### src/rtl/nonlinear_encryption_module_3.sv
// Keyed nonlinear bit-scrambling stage with a one-cycle registered output.
// Each ciphertext bit is the key-whitened data bit XORed with its cyclic
// upper neighbour gated by the matching key bit.
module nonlinear_encryption_module_3 #(
    parameter int N = 8
) (
    input  logic         clk,
    input  logic         rst_n,
    input  logic         in_valid,
    input  logic [N-1:0] data_in,
    input  logic [N-1:0] key,
    output logic [N-1:0] data_out,
    output logic         out_valid
);

    logic [N-1:0] whitened;
    logic [N-1:0] mixed;

    assign whitened = data_in ^ key;

    // Neighbour index is resolved at elaboration; bit N-1 wraps to bit 0,
    // and for N = 1 bit 0 is its own neighbour.
    for (genvar i = 0; i < N; i++) begin : g_mix
        localparam int NBR = (i + 1) % N;
        assign mixed[i] = whitened[i] ^ (whitened[NBR] & key[i]);
    end

    // Result register loads only on accepted input; valid follows in_valid every cycle.
    always_ff @(posedge clk or negedge rst_n) begin
        if (!rst_n) begin
            data_out  <= '0;
            out_valid <= 1'b0;
        end else begin
            out_valid <= in_valid;
            if (in_valid) begin
                data_out <= mixed;
            end
        end
    end

endmodule

### config.mk
export PLATFORM = sky130hd
export DESIGN_NAME = nonlinear_encryption_module_3
export DESIGN_NICKNAME = d
export VERILOG_FILES = /design/src/rtl/nonlinear_encryption_module_3.sv
export SDC_FILE = /design/constraint.sdc
export NUM_CORES = 1
export LEC_CHECK = 0
export CORE_MARGIN = 5
export CORE_UTILIZATION = 33
export DETAILED_ROUTE_END_ITERATION = 8
export HOLD_SLACK_MARGIN = 0.08
export MAX_ROUTING_LAYER = met4
export PLACE_DENSITY = 0.74
export REMOVE_ABC_BUFFERS = 1
export SETUP_SLACK_MARGIN = 0.15
export SYNTH_ARGS = -nofsm -noshare
export SYNTH_HDL_FRONTEND = slang
export SYNTH_SLANG_ARGS = --single-unit
### constraint.sdc
create_clock -name clk -period 0.8 [get_ports clk]
set_input_delay 0.2 -clock clk [delete_from_list [all_inputs] [get_ports clk]]
set_output_delay 0.2 -clock clk [all_outputs]
set_load 0.02 [all_outputs]
==> reports/summary.md <==
Sequential cells account for 38.9% of the total power. For this run, the share of the core covered by cells in the final layout is 65.39%. The worst pin sits at a relative slew slack of 89.60%. The most common cell in the synthesized netlist was sky130_fd_sc_hd__dfrtp_1. Leading register cell type out of synthesis: sky130_fd_sc_hd__dfrtp_1.

The tools report the number of distinct standard cells referenced by the synthesized netlist as 9. The checks that failed: setup timing. Number of max-slew violations in the final report: 0.

For this design the static power due to leakage is 0.4443 nW. The number of enable-type register cells in the synthesized netlist was 0. The data arrival time at the worst-slack endpoint was 0.78 ns.

Across every metal layer, demand over resource in global routing totals 12.43%. Timing would allow up to 1.021 GHz. Including well taps, the total number of placed cells is 104. In the final routed layout, each cell accounts on average for 11.71 µm. Data on the critical path is required at its endpoint by 0.60 ns. In the synthesized netlist the async set-or-reset flop fraction comes to 100.0%.

TritonCTS built the clock tree. Routability-driven placement finished with a final weighted congestion of 0.7236. The slack of the critical path came out at -0.1796 ns. The clock passes through at most 2 buffers. Of the post-synthesis cell area, the dominant cell type holds 44.67%. The power density of the placed cells is 1445 nW/µm². Between clock sinks in the finished design, the worst skew comes to 0 ns. The clock net sink count was 9; the mean number of vias per cell was 4.718. The flow ran to the end, but the final reports show violations. The run gives 2410 µm² as the die outline area. The worst-case vdd ir drop was 556.1 µV. The critical path class was flip-flop to output pin.

For this run the aggregate overflow at the end of global routing stands at 0. The number of primary I/O pins is 28, and the number of global-route vias before repair is 527. The number of buffers and inverters on the critical path works out to 1. The HPWL after detailed placement is 985.1 µm. The height of the die is 49.09 µm, and the total of hold buffers inserted after clock tree synthesis is 0.

Setup repair after global routing could not meet its margin everywhere. Top metal layer carrying routed signals: met4. H-tree depth: 1.

The wire length after detailed routing was 1288 µm; the iteration-0 DRC count of the detailed router was 6. The synthesis-to-layout area growth is 90.82%, and the post-detailed-route DRC marker count is 0. The share of total power dissipated in combinational logic is 36.4%. The run gives 9 as the total of endpoints with negative setup slack in the final report. The run gives 644 µm as the met2 wire length. The clock network burns 24.7% of the power.

The final layout contains 114 nets. The mapped netlist covers 504.2 µm². The pre-antenna-repair detailed-routing pass consisted of 2 iterations. At the later pin of the worst-skew pair, clock insertion delay measures 0.25 ns. The run gives 0.2140 ns as the worst hold margin.

The library cell used as clock root buffer is sky130_fd_sc_hd__clkbuf_4. The run gives 14 as the floorplan row count. The shortest period the worst path allows works out to 0.9796 ns. The count of endpoints failing hold in the final timing report was 0; the number of standard cells in the layout, taps in and fillers out was 110. After clock tree synthesis, the clock-pin slew on the worst setup and hold paths is 0.06 ns. Synthesis handed over a netlist of 59 instances. For the proportion of synthesized chip area in sequential cells, the log shows 44.67%.

Clock tree synthesis inserted a total of 3 buffers. The slowest stage of the critical path is the sky130_fd_sc_hd__dfrtp_1 cell. By area the synthesized netlist is led by sky130_fd_sc_hd__dfrtp_1 (45%), sky130_fd_sc_hd__xor2_1 (14%), sky130_fd_sc_hd__a31oi_1 (9.9%). Across the run, the number of max-cap violations was 0.

The slew at the pin closest to its max-slew limit is 0.1544 ns. The largest total area in the synthesized netlist belongs to sky130_fd_sc_hd__dfrtp_1. For the internal power component, the log shows 0.0009889 W. Broken down by cell family, the worst path's largest delay share belongs to flip-flops. The routed layout has 519 vias. The fraction of final layout cells sized beyond drive strength 1 is 45.74%, and the synthesized area per cell is 8.546 µm². The logs give 0 for the antenna violation net count after detailed routing and 0 for the number of warnings issued by yosys.

The count of antenna diodes in the layout was 0. Traced cell by cell, the critical path runs through buf_6. Of all nets on the critical path, the largest fanout is 2. After detailed routing, the wire length on met1 is 536 µm.

Dividing the final minimum period by the clock period gives 122.5%. The worst setup path is launched from a flip-flop. For this design the total switching power over the nets is 0.0004019 W. Measured along the x axis, the die boundary spans 49.09 µm. Entering global routing, the biggest net connects 10 pins. The met3 wirelength from detailed routing was 96 µm; the global-route wire length before repair was 2208 µm. The filler cells instantiated in the layout total 126. On the worst path, the slowest cell contributes a delay of 0.39 ns.

The run gives 34.27% as the effective utilization at floorplan. STA classifies the critical path endpoint as an output pin. The synthesis-stage register bit count came out at 9. Port buffering added 27 buffers.

The worst hold path belongs to the class input port to flip-flop. The total area inside the core boundary comes to 1471 µm². The net switching fraction of the power works out to 28.90%. The number of antenna violations at the first check in global routing came out at 0.
[stage by stage]
stage          worst slack, ns  TNS, ns  total power, W  area [µm²]
2_1_floorplan         -0.06442  -0.5154       0.0007052       495.5
3_3_place_gp           -0.5726   -7.414       0.0009721       828.3
3_5_place_dp           -0.6176   -7.619       0.0009806       828.3
4_1_cts                -0.1874   -1.627        0.001390       930.9
5_1_grt                -0.2167   -1.919        0.001479       962.2
6_report               -0.1796   -1.552        0.001391       962.2
[timing repair]
| action | 4_1_cts | 5_1_grt |
|---|---|---|
| buffers inserted | 2 | 0 |
| setup endpoints to repair | 17 | 17 |
| resized for setup | 142 | 9 |
| pin swaps | 24 | 11 |
[power by group through the flow]
stage          registers [W]  clock network, W  logic (W)
3_5_place_dp        0.000539                 0   0.000441
4_1_cts             0.000541          0.000353   0.000495
5_1_grt             0.000547          0.000384   0.000548
6_report            0.000541          0.000344   0.000506
2_1_floorplan       0.000604                 0   0.000101
3_3_place_gp        0.000538                 0   0.000434
[flip-flops by register name (all words and copies together), names as in the netlist]
name and flops:
data_out 8, out_valid 1
[cell usage in the layout (no fill, tap or decap)]
cell type                         instances
sky130_fd_sc_hd__dlygate4sd2_1            1
sky130_fd_sc_hd__clkbuf_4                 3
sky130_fd_sc_hd__nor2_2                   3
sky130_fd_sc_hd__dfrtp_1                  9
sky130_fd_sc_hd__buf_6                   17
sky130_fd_sc_hd__o21ai_0                  8
sky130_fd_sc_hd__buf_12                   1
sky130_fd_sc_hd__xor2_2                   6
sky130_fd_sc_hd__or3_1                    8
sky130_fd_sc_hd__nor2_1                   5
sky130_fd_sc_hd__xor2_1                   2
sky130_fd_sc_hd__buf_4                    5
sky130_fd_sc_hd__buf_8                    6
sky130_fd_sc_hd__inv_1                    8
sky130_fd_sc_hd__clkdlybuf4s50_1          1
sky130_fd_sc_hd__buf_2                    2
sky130_fd_sc_hd__a31oi_1                  8
sky130_fd_sc_hd__clkbuf_1                 1
[routing by layer]
layer | vias to the layer above | GRT usage [%]
met5 | - | -
li1 | 263 | -
met4 | 0 | 6.726
met1 | 237 | 13.42
met3 | 2 | 4.281
met2 | 17 | 19.74
[final cells by class]
cell class	instances	area (µm²)	share of cell area, %
well taps	16	20.02	2.081
flip-flops and latches	9	225.2	23.41
multi-input cells	40	292.8	30.43
repair buffers	33	367.9	38.23
clock buffers	4	26.28	2.731
inverters	8	30.03	3.121
[cell families (layout without fill, tap and decap cells)]
| kind of cell | count (synthesis) | in the layout | share of synthesized area (%) |
|---|---|---|---|
| flip-flops | 9 | 9 | 44.67 |
| AO/OA/AOI/OAI | 16 | 16 | 17.87 |
| buffers and inverters | 10 | 45 | 7.691 |
| AND/OR/NAND/NOR | 16 | 16 | 15.88 |
| XOR/XNOR | 8 | 8 | 13.90 |
[path summary, 6_finish.rpt]
check,from,endpoint,slack (ns),cells past startpoint
min in group asynchronous,rst_n,data_out[3],0.26,2
worst min-delay path,data_in[1],data_out[1],0.21,3
worst max-delay path,data_out[2],data_out[2],-0.18,1
max in group asynchronous,rst_n,data_out[0],0.44,2
worst min register to register,data_out[1],data_out[1],0.55,2
worst max register to register,data_out[4],data_out[4],0.04,3
[tightest hold or removal path: stages]
cell                      delay, ns
sky130_fd_sc_hd__buf_8         0.08
sky130_fd_sc_hd__or3_1         0.09
sky130_fd_sc_hd__a31oi_1       0.06
Note: power is estimated with default switching activity, not from simulation.
